### config.mk
export PLATFORM = sky130hd
export DESIGN_NAME = led_scan_ctrl
export DESIGN_NICKNAME = d
export VERILOG_FILES = /design/src/rtl/led_scan_pkg.sv /design/src/rtl/led_tick_counter.sv /design/src/rtl/led_scan_ctrl.sv
export SDC_FILE = /design/constraint.sdc
export NUM_CORES = 1
export LEC_CHECK = 0
export BUFFER_PORTS_ARGS = -buffer_cell sky130_fd_sc_hd__buf_2
export CAP_MARGIN = 20
export CELL_PAD_IN_SITES_DETAIL_PLACEMENT = 0
export CELL_PAD_IN_SITES_GLOBAL_PLACEMENT = 1
export CORE_MARGIN = 4
export CORE_UTILIZATION = 42
export DETAILED_ROUTE_END_ITERATION = 10
export HOLD_SLACK_MARGIN = 0.15
export PLACE_DENSITY_LB_ADDON = 0.1
export SYNTH_ARGS = -nofsm -noshare
export SYNTH_HDL_FRONTEND = slang
export SYNTH_SLANG_ARGS = --single-unit
### constraint.sdc
create_clock -name in_clk -period 2.4 [get_ports in_clk]
set_input_delay 0.24 -clock in_clk [delete_from_list [all_inputs] [get_ports in_clk]]
set_output_delay 0.24 -clock in_clk [all_outputs]
set_load 0.02 [all_outputs]
### src/rtl/led_scan_pkg.sv
// Shared types and constants for the LED panel scan sequencer.
package led_scan_pkg;

    typedef enum logic [2:0] {
        IDLE,
        RRST,
        SHIFT,
        BLANK,
        LATCH
    } scan_state_t;

    localparam int DEF_COLS        = 64;
    localparam int DEF_ROWS        = 16;
    localparam int DEF_PWM_STEPS   = 32;
    localparam int DEF_BLANK_TICKS = 2;

    localparam int ROW_ADDR_W = 4;

    // Counter width that never collapses to zero bits for tiny parameter values.
    function automatic int clog2_min1(input int value);
        return (value <= 2) ? 1 : $clog2(value);
    endfunction

endpackage

### src/rtl/led_tick_counter.sv
// Tick-enabled down-counter: loads a start value, steps down once per tick and
// flags the terminal count (zero). Load takes priority over counting.
module led_tick_counter
    import led_scan_pkg::*;
#(
    parameter int WIDTH = 8
) (
    input  logic             clk,
    input  logic             rst,
    input  logic             tick,
    input  logic             load,
    input  logic [WIDTH-1:0] load_value,
    output logic [WIDTH-1:0] count,
    output logic             tc
);

    always_ff @(posedge clk) begin
        if (rst) begin
            count <= '0;
        end else if (load) begin
            count <= load_value;
        end else if (tick && !tc) begin
            count <= count - 1'b1;
        end
    end

    assign tc = (count == '0);

endmodule

### src/rtl/led_scan_ctrl.sv
// HUB75 scan sequencer paced by the receiver's pixel-pair strobe.
// Optional macro LED_SCAN_BRIGHTNESS_EN adds in_brightness to limit OE on-time per row.
module led_scan_ctrl
    import led_scan_pkg::*;
#(
    parameter int COLS        = DEF_COLS,
    parameter int ROWS        = DEF_ROWS,
    parameter int PWM_STEPS   = DEF_PWM_STEPS,
    parameter int BLANK_TICKS = DEF_BLANK_TICKS
) (
    input  logic                  in_clk,
    input  logic                  in_rst,
    input  logic                  pwm_cntr_strobe,
    input  logic                  in_run,
`ifdef LED_SCAN_BRIGHTNESS_EN
    input  logic [7:0]            in_brightness,
`endif
    output logic [7:0]            pwm_value,
    output logic [ROW_ADDR_W-1:0] row_addr,
    output logic                  led_lat,
    output logic                  led_oe_n,
    output logic                  led_clk_en,
    output logic                  al_rrst_n,
    output logic                  al_re_n,
    output logic                  frame_done
);

    localparam int COL_W = clog2_min1(COLS);
    localparam int ROW_W = clog2_min1(ROWS);
    localparam int BLK_W = clog2_min1(BLANK_TICKS);

    localparam logic [COL_W-1:0] COL_LAST  = COL_W'(COLS - 1);
    localparam logic [ROW_W-1:0] ROW_LAST  = ROW_W'(ROWS - 1);
    localparam logic [BLK_W-1:0] BLK_LAST  = BLK_W'(BLANK_TICKS - 1);
    localparam logic [7:0]       PWM_LAST  = 8'(PWM_STEPS - 1);

    scan_state_t state, state_nxt;

    logic [ROW_W-1:0]      shift_row, shift_row_nxt;
    logic                  shown, shown_nxt;
    logic [7:0]            pwm_nxt;
    logic [ROW_ADDR_W-1:0] row_addr_nxt;
    logic                  lat_nxt;
    logic                  oe_n_nxt;
    logic                  clk_en_nxt;
    logic                  rrst_n_nxt;
    logic                  re_n_nxt;
    logic                  frame_done_nxt;

    logic                  col_load;
    logic                  col_tick;
    logic [COL_W-1:0]      col_count;
    logic                  col_tc;
    logic [COL_W-1:0]      col_idx;
    logic [COL_W-1:0]      col_idx_nxt;

    logic                  blk_load;
    logic                  blk_tick;
    logic [BLK_W-1:0]      blk_count_unused;
    logic                  blk_tc;

    logic                  oe_on;

    // Columns count down from COLS-1, so the shifted column index is the complement.
    assign col_load = pwm_cntr_strobe && (state_nxt == SHIFT) && (state != SHIFT);
    assign col_tick = pwm_cntr_strobe && (state == SHIFT);
    assign col_idx  = COL_LAST - col_count;

    led_tick_counter #(
        .WIDTH (COL_W)
    ) u_col_counter (
        .clk        (in_clk),
        .rst        (in_rst),
        .tick       (col_tick),
        .load       (col_load),
        .load_value (COL_LAST),
        .count      (col_count),
        .tc         (col_tc)
    );

    assign blk_load = pwm_cntr_strobe && (state == SHIFT) && col_tc;
    assign blk_tick = pwm_cntr_strobe && (state == BLANK);

    led_tick_counter #(
        .WIDTH (BLK_W)
    ) u_blank_counter (
        .clk        (in_clk),
        .rst        (in_rst),
        .tick       (blk_tick),
        .load       (blk_load),
        .load_value (BLK_LAST),
        .count      (blk_count_unused),
        .tc         (blk_tc)
    );

    // Column that will be on the shift bus during the tick period being entered.
    assign col_idx_nxt = (state == SHIFT) ? col_idx + 1'b1 : '0;

`ifdef LED_SCAN_BRIGHTNESS_EN
    assign oe_on = (32'(col_idx_nxt) < 32'(in_brightness));
`else
    assign oe_on = 1'b1;
`endif

    always_comb begin
        state_nxt      = state;
        shift_row_nxt  = shift_row;
        shown_nxt      = shown;
        pwm_nxt        = pwm_value;
        row_addr_nxt   = row_addr;
        frame_done_nxt = 1'b0;

        if (pwm_cntr_strobe) begin
            case (state)
                IDLE: begin
                    if (in_run) state_nxt = RRST;
                end
                RRST: begin
                    state_nxt = SHIFT;
                end
                SHIFT: begin
                    if (col_tc) state_nxt = BLANK;
                end
                BLANK: begin
                    if (blk_tc) begin
                        state_nxt    = LATCH;
                        row_addr_nxt = ROW_ADDR_W'(shift_row);
                        shown_nxt    = 1'b1;
                    end
                end
                LATCH: begin
                    if (shift_row == ROW_LAST) begin
                        if (pwm_value == PWM_LAST) begin
                            pwm_nxt        = '0;
                            frame_done_nxt = 1'b1;
                        end else begin
                            pwm_nxt = pwm_value + 8'd1;
                        end
                        state_nxt = in_run ? RRST : IDLE;
                    end else begin
                        shift_row_nxt = shift_row + 1'b1;
                        state_nxt     = in_run ? SHIFT : IDLE;
                    end
                end
                default: begin
                    state_nxt = IDLE;
                end
            endcase
        end

        if (state_nxt == RRST) shift_row_nxt = '0;
        // A restart must not light the panel with whatever row was latched before the stop.
        if (state_nxt == IDLE) shown_nxt = 1'b0;

        lat_nxt    = (state_nxt == LATCH);
        rrst_n_nxt = (state_nxt != RRST);
        re_n_nxt   = (state_nxt != SHIFT);
        clk_en_nxt = (state_nxt == SHIFT);
        oe_n_nxt   = !((state_nxt == SHIFT) && shown_nxt && oe_on);
    end

    // Tick-period outputs only move on a strobe; frame_done is a single-cycle pulse.
    always_ff @(posedge in_clk) begin
        if (in_rst) begin
            state      <= IDLE;
            shift_row  <= '0;
            shown      <= 1'b0;
            pwm_value  <= '0;
            row_addr   <= '0;
            led_lat    <= 1'b0;
            led_oe_n   <= 1'b1;
            led_clk_en <= 1'b0;
            al_rrst_n  <= 1'b1;
            al_re_n    <= 1'b1;
            frame_done <= 1'b0;
        end else begin
            frame_done <= frame_done_nxt;
            if (pwm_cntr_strobe) begin
                state      <= state_nxt;
                shift_row  <= shift_row_nxt;
                shown      <= shown_nxt;
                pwm_value  <= pwm_nxt;
                row_addr   <= row_addr_nxt;
                led_lat    <= lat_nxt;
                led_oe_n   <= oe_n_nxt;
                led_clk_en <= clk_en_nxt;
                al_rrst_n  <= rrst_n_nxt;
                al_re_n    <= re_n_nxt;
            end
        end
    end

endmodule
==> results of run 1 <==
[kinds of logic after synthesis]
| family | share of synthesized area |
|---|---|
| buffers and inverters | 0.0366 |
| DFF | 0.420 |
| xor gates and xnor gates | 0.0723 |
| AOI/OAI and AO/OA | 0.145 |
| and+or+nand+nor | 0.269 |
| muxes | 0.0254 |
| adders and majority gates | 0.0318 |
[cell type report]
cell class	instances	area [um2]	share of cell area
Sequential cell	33	661	0.368
Clock inverter	1	5.00	0.00279
Multi-Input combinational cell	129	856	0.477
Tap cell	46	57.6	0.0321
Timing Repair Buffer	23	120	0.0669
Clock buffer	5	68.8	0.0384
Inverter	7	26.3	0.0146
[registers in the layout (all words and copies together), names as in the netlist]
register               count
al_re_n                    1
al_rrst_n                  1
frame_done                 1
led_clk_en                 1
led_lat                    1
led_oe_n                   1
pwm_value                  8
row_addr                   4
shift_row                  4
shown                      1
state                      3
u_blank_counter.count      1
u_col_counter.count        6
[layout by cell type, fill, tap and decap left out, types with 5 or more instances in the layout]
master / synthesis / layout
nand2_1: 7 / 7
buf_2: 4 / 21
nor3_1: 8 / 8
a21oi_1: 12 / 12
o21ai_0: 8 / 8
nor2_1: 26 / 26
xnor2_1: 5 / 5
clkbuf_8: 0 / 5
nand4_1: 6 / 6
dfxtp_1: 33 / 33
xor2_1: 8 / 8
inv_1: 7 / 7
[worst reg2reg max path, cell delays in order, from the launching register on]
cell,delay (ns)
dfxtp_1,0.30
inv_1,0.10
ha_1,0.15
or4b_4,0.50
nor4_4,0.21
o211ai_2,0.14
and2_4,0.18
a311oi_2,0.23
[stage by stage]
| step | std cells | instance area (um2) | util |
|---|---|---|---|
| final | 244 | 1790 | 0.517 |
| after global routing | 244 | 1790 | 0.517 |
| after CTS | 244 | 1790 | 0.517 |
| after detailed placement | 238 | 1720 | 0.496 |
| after global placement | 238 | 1720 | 0.496 |
| after floorplan | 176 | 1570 | - |
[routing by layer]
layer	up-vias	share of wire	global-route usage	routed length, um
li1	660	-	-	-
met5	-	0	0	0
met4	0	0.0049	0.0456	16
met1	619	0.50	0.201	1660
met3	2	0.049	0.0507	161
met2	26	0.44	0.220	1460
[final timing paths]
kind,startpoint,endpoint,cells after the start
setup / recovery,u_col_counter.count[0]$_SDFFE_PP0P_,shown$_SDFFE_PP0P_,7
hold / removal,pwm_cntr_strobe,al_rrst_n$_SDFFE_PP1P_,3
setup reg to reg,u_col_counter.count[0]$_SDFFE_PP0P_,shown$_SDFFE_PP0P_,7
hold reg to reg,led_lat$_SDFFE_PP0P_,led_lat$_SDFFE_PP0P_,2
[synth_stat cells, drive strengths merged]
library cell / number / area share
a211oi: 3 / 0.014
a21oi: 12 / 0.038
a2bb2oi: 1 / 0.0056
a311oi: 1 / 0.0095
a31oi: 1 / 0.0040
a32o: 1 / 0.0064
and2: 2 / 0.0095
and3: 3 / 0.012
and4bb: 1 / 0.0079
buf: 5 / 0.015
clkbuf: 2 / 0.0048
dfxtp: 33 / 0.42
ha: 4 / 0.032
inv: 7 / 0.017
mux2i: 4 / 0.025
nand2: 7 / 0.017
nand2b: 4 / 0.016
nand3: 4 / 0.013
nand3b: 1 / 0.0048
nand4: 6 / 0.024
nand4b: 1 / 0.0056
nand4bb: 1 / 0.017
nor2: 27 / 0.066
nor2b: 1 / 0.0040
nor3: 9 / 0.032
nor4: 2 / 0.017
o211ai: 3 / 0.017
o21ai: 11 / 0.037
o311a: 1 / 0.0064
o31a: 1 / 0.0056
or3: 1 / 0.0040
or3b: 2 / 0.011
or4b: 1 / 0.0087
xnor2: 5 / 0.028
xor2: 8 / 0.045
[power breakdown]
group,internal (mW),switching [mW]
clock network,0.190,0.182
logic,0.0451,0.0642
registers,0.562,0.0179
==> results_dict.tcl, run 1 <==
set metrics [dict create \
    outcome "complete, no violations" \
    crit_slowest_cell "or4b_4" \
    setup.worst_path.start_class "flop" \
    ant_nets 0 \
    clock-root-buffer "clkbuf_8" \
    die-area_mm2 0.00479 \
    drv_cap 0 \
    drcViolationCount 0 \
    rows 21 \
    clk_latency_ns 0.28 \
    slew_violations 0 \
    area_delta_synth_final_pct 14.0 \
    reg2reg_slack_ns 0.50 \
    gp_congestion 0.840 \
    cp_max_fo 5 \
    grt_pass1_wl_um 5840 \
    skew_ns 0.00906 \
    tns_ns 0 \
    cts_tree "built" \
    ys_types 44 \
    fin_nets 207 \
    grt_pass1_vias 1238 \
    grt.total_usage 0.148 \
    power_leakage_nw 0.689 \
    place_ws_ns 0.505 \
    clkTransAtPathRegs_ns 0.06 \
    grt_max_degree 33 \
    required_ns 2.59 \
    path_class "flop to flop" \
    nFillCells 354 \
    syn_inst 176 \
    clockBufferDepth 2 \
    rsz0062_at_grt "false" \
    holdBufCountCts 0 \
    drt_iter0_markers 145 \
    routed_via_density 5.36 \
    path_buf_inv 1 \
    hold_slack_ns 0.385 \
    synth_nets 184 \
    cts_setup_buffers 0 \
    critPathArrivalTime_ns 2.08 \
    io_buffer_count 21 \
    relSlewSlack 0.609 \
    fmax_mhz 527 \
    syn_avg_cell_area_um2 8.94 \
    vias 1307 \
    ys_seq_area_frac 0.420 \
    firstDrtPassIters 4 \
    clock-sinks 33 \
    timing.final.crit_share 0.791 \
    cts_buffers 5 \
    ir_drop_mv 0.445 \
    wl_per_cell_um 13.5 \
    tightest_slew_ns 0.586 \
    netlist_area_mm2 0.00157 \
    hpwlAfterDp_um 2320 \
    grt_antenna_before_repair 0 \
    hold_viol_final 0 \
    path_cells "inv_1, ha_1, or4b_4, nor4_4, o211ai_2, and2_4, a311oi_2" \
    min_path_type "input pin to flop" \
    grt_overflow_total 0 \
    slowest_delay_ns 0.50 \
    cts_htree_levels 2 \
    crit_path_end_kind "flop" \
    power.density_mw_per_mm2 592 \
    total_power_mw 1.06 \
    period_minus_slack_ns 1.90 \
    ys_ff_latch 33 \
    fin_ws_ns 0.503 \
    crit_family "simple AND/OR/NAND/NOR gates" \
    wl_um 3300 \
    setup_viol 0 \
    io_pins 22 \
    yosysWarnings 0 \
    start_util 0.454 \
    layout-drive-gt1-share 0.202 \
    antennaDiodeCount 0 \
    die_w_um 69.2 \
    die_h_um 69.2 \
    ctsResizeCount 0 \
    core_area_mm2 0.00347 \
]
Power figures use the tool's default switching activity.
==> inputs of run 2 (changes only) <==
CORE_UTILIZATION = 38   (was 42)
clock period = 1.5 ns   (was 2.4 ns; I/O delays follow)
==> results_dict.tcl, run 2 (synthesized netlist as in run 1, its figures left out) <==
set metrics [dict create \
    relSlewSlack 0.759 \
    grt.total_usage 0.153 \
    power_leakage_nw 0.905 \
    cts_htree_levels 2 \
    drv_cap 0 \
    largest_reg_flops 8 \
    outcome "finished, violations left" \
    violations "negative setup slack" \
    required_ns 1.67 \
    gp_congestion 0.917 \
    cts_buffers 5 \
    drt_iter0_markers 65 \
    clk_latency_ns 0.28 \
    period_minus_slack_ns 1.84 \
    hpwlAfterDp_um 2890 \
    tightest_slew_ns 0.361 \
    path_class "flop to flop" \
    grt_antenna_before_repair 0 \
    final_common_cell "buf_4" \
    wl_per_cell_um 13.8 \
    skew_ns 0.00409 \
    area_delta_synth_final_pct 40.1 \
    power.density_mw_per_mm2 872 \
    clkTransAtPathRegs_ns 0.07 \
    die_h_um 72.4 \
    timing.final.crit_share 1.23 \
    slew_violations 0 \
    ant_nets 0 \
    nFillCells 380 \
    drcViolationCount 0 \
    clock-root-buffer "clkbuf_8" \
    grt_pass1_wl_um 6290 \
    vias 1467 \
    multi_input_area_um2 925 \
    top_regs "pwm_value: 8 flops, u_col_counter.count: 6 flops" \
    grt_overflow_total 0 \
    rsz0062_at_grt "true" \
    clock-sinks 33 \
    start_util 0.393 \
    wl_um 3990 \
    critPathArrivalTime_ns 2.01 \
    ir_drop_mv 0.643 \
    setup_viol 17 \
    final_cell_mix "38 x buf_4, 28 x dfxtp_1, 23 x nor2_1, 21 x buf_2, 12 x a21oi_1" \
    io_buffer_count 21 \
    largest-register "pwm_value" \
    antennaDiodeCount 0 \
    core_area_mm2 0.00400 \
    seq_area_um2 667 \
    routed_via_density 5.08 \
    grt_max_degree 20 \
    min_path_type "input pin to flop" \
    placed_cells 275 \
    holdBufCountCts 0 \
    fmax_mhz 543 \
    rows 23 \
    setup.worst_path.start_class "flop" \
    place_ws_ns -0.320 \
    die_w_um 72.4 \
    fin_nets 247 \
    firstDrtPassIters 4 \
    grt_pass1_vias 1382 \
    crit_path_end_kind "flop" \
    cp_max_fo 3 \
    clockBufferDepth 2 \
    io_pins 22 \
    hold_viol_final 0 \
    layout-drive-gt1-share 0.418 \
    fin_ws_ns -0.343 \
    die-area_mm2 0.00524 \
    cts_tree "built" \
    final_cells 289 \
]
run 2: worst paths after layout:
path              cells after the start                                 from  slack [ns]                                   to
setup reg to reg                      8  u_col_counter.count[0]$_SDFFE_PP0P_       -0.34  u_col_counter.count[3]$_SDFFE_PP0P_
hold reg to reg                       2             row_addr[2]$_SDFFE_PP0P_        0.49             row_addr[2]$_SDFFE_PP0P_
hold / removal                        2                               in_rst        0.22            pwm_value[6]$_SDFFE_PP0P_
setup / recovery                      8  u_col_counter.count[0]$_SDFFE_PP0P_       -0.34  u_col_counter.count[3]$_SDFFE_PP0P_
run 2: layer usage:
layer  up-vias  global-route usage  part of all wire
met2        31               0.237              0.46
met5         -                   0                 0
met3        12              0.0540             0.047
met4         0              0.0585             0.025
met1       673               0.196              0.46
li1        751                   -                 -
run 2: area by class of cell:
type	count	area share
clock buffers	6	0.0374
clock inverters	1	0.00340
inverters	7	0.0119
multi-input cells	129	0.419
flip-flops and latches	33	0.302
well taps	50	0.0284
repair buffers	63	0.197
run 2: what timing repair did:
item / in CTS / in global routing
pin swaps: 5 / 8
buffers inserted: 3 / 4
gates resized for setup: 19 / 10
endpoints found under the setup margin: 27 / 29
run 2: report_power, final:
part	internal [mW]	total [mW]	switching, mW
sequential	0.901	0.923	0.0218
clock	0.362	0.686	0.323
combinational	0.159	0.315	0.156
run 2: metrics by stage:
stage / cell area (um2) / util / power [mW] / hold WS, ns / TNS, ns
CTS: 2130 / 0.534 / 1.91 / 0.210 / -3.86
detailed placement: 1980 / 0.495 / 1.19 / 0.478 / -4.29
global route: 2210 / 0.551 / 2.01 / 0.233 / -6.61
floorplan: 1580 / - / 1.09 / 0.266 / -1.89
finish: 2210 / 0.551 / 1.92 / 0.217 / -4.43
global placement: 1980 / 0.495 / 1.18 / 0.469 / -3.13
run 2: critical path, cell delays in order, from the launching register on:
cell     delay [ns]
dfxtp_2        0.33
inv_2          0.05
ha_1           0.13
or4b_4         0.49
buf_4          0.17
o21ai_4        0.21
nor2_2         0.08
xnor2_1        0.19
o21ai_1        0.08
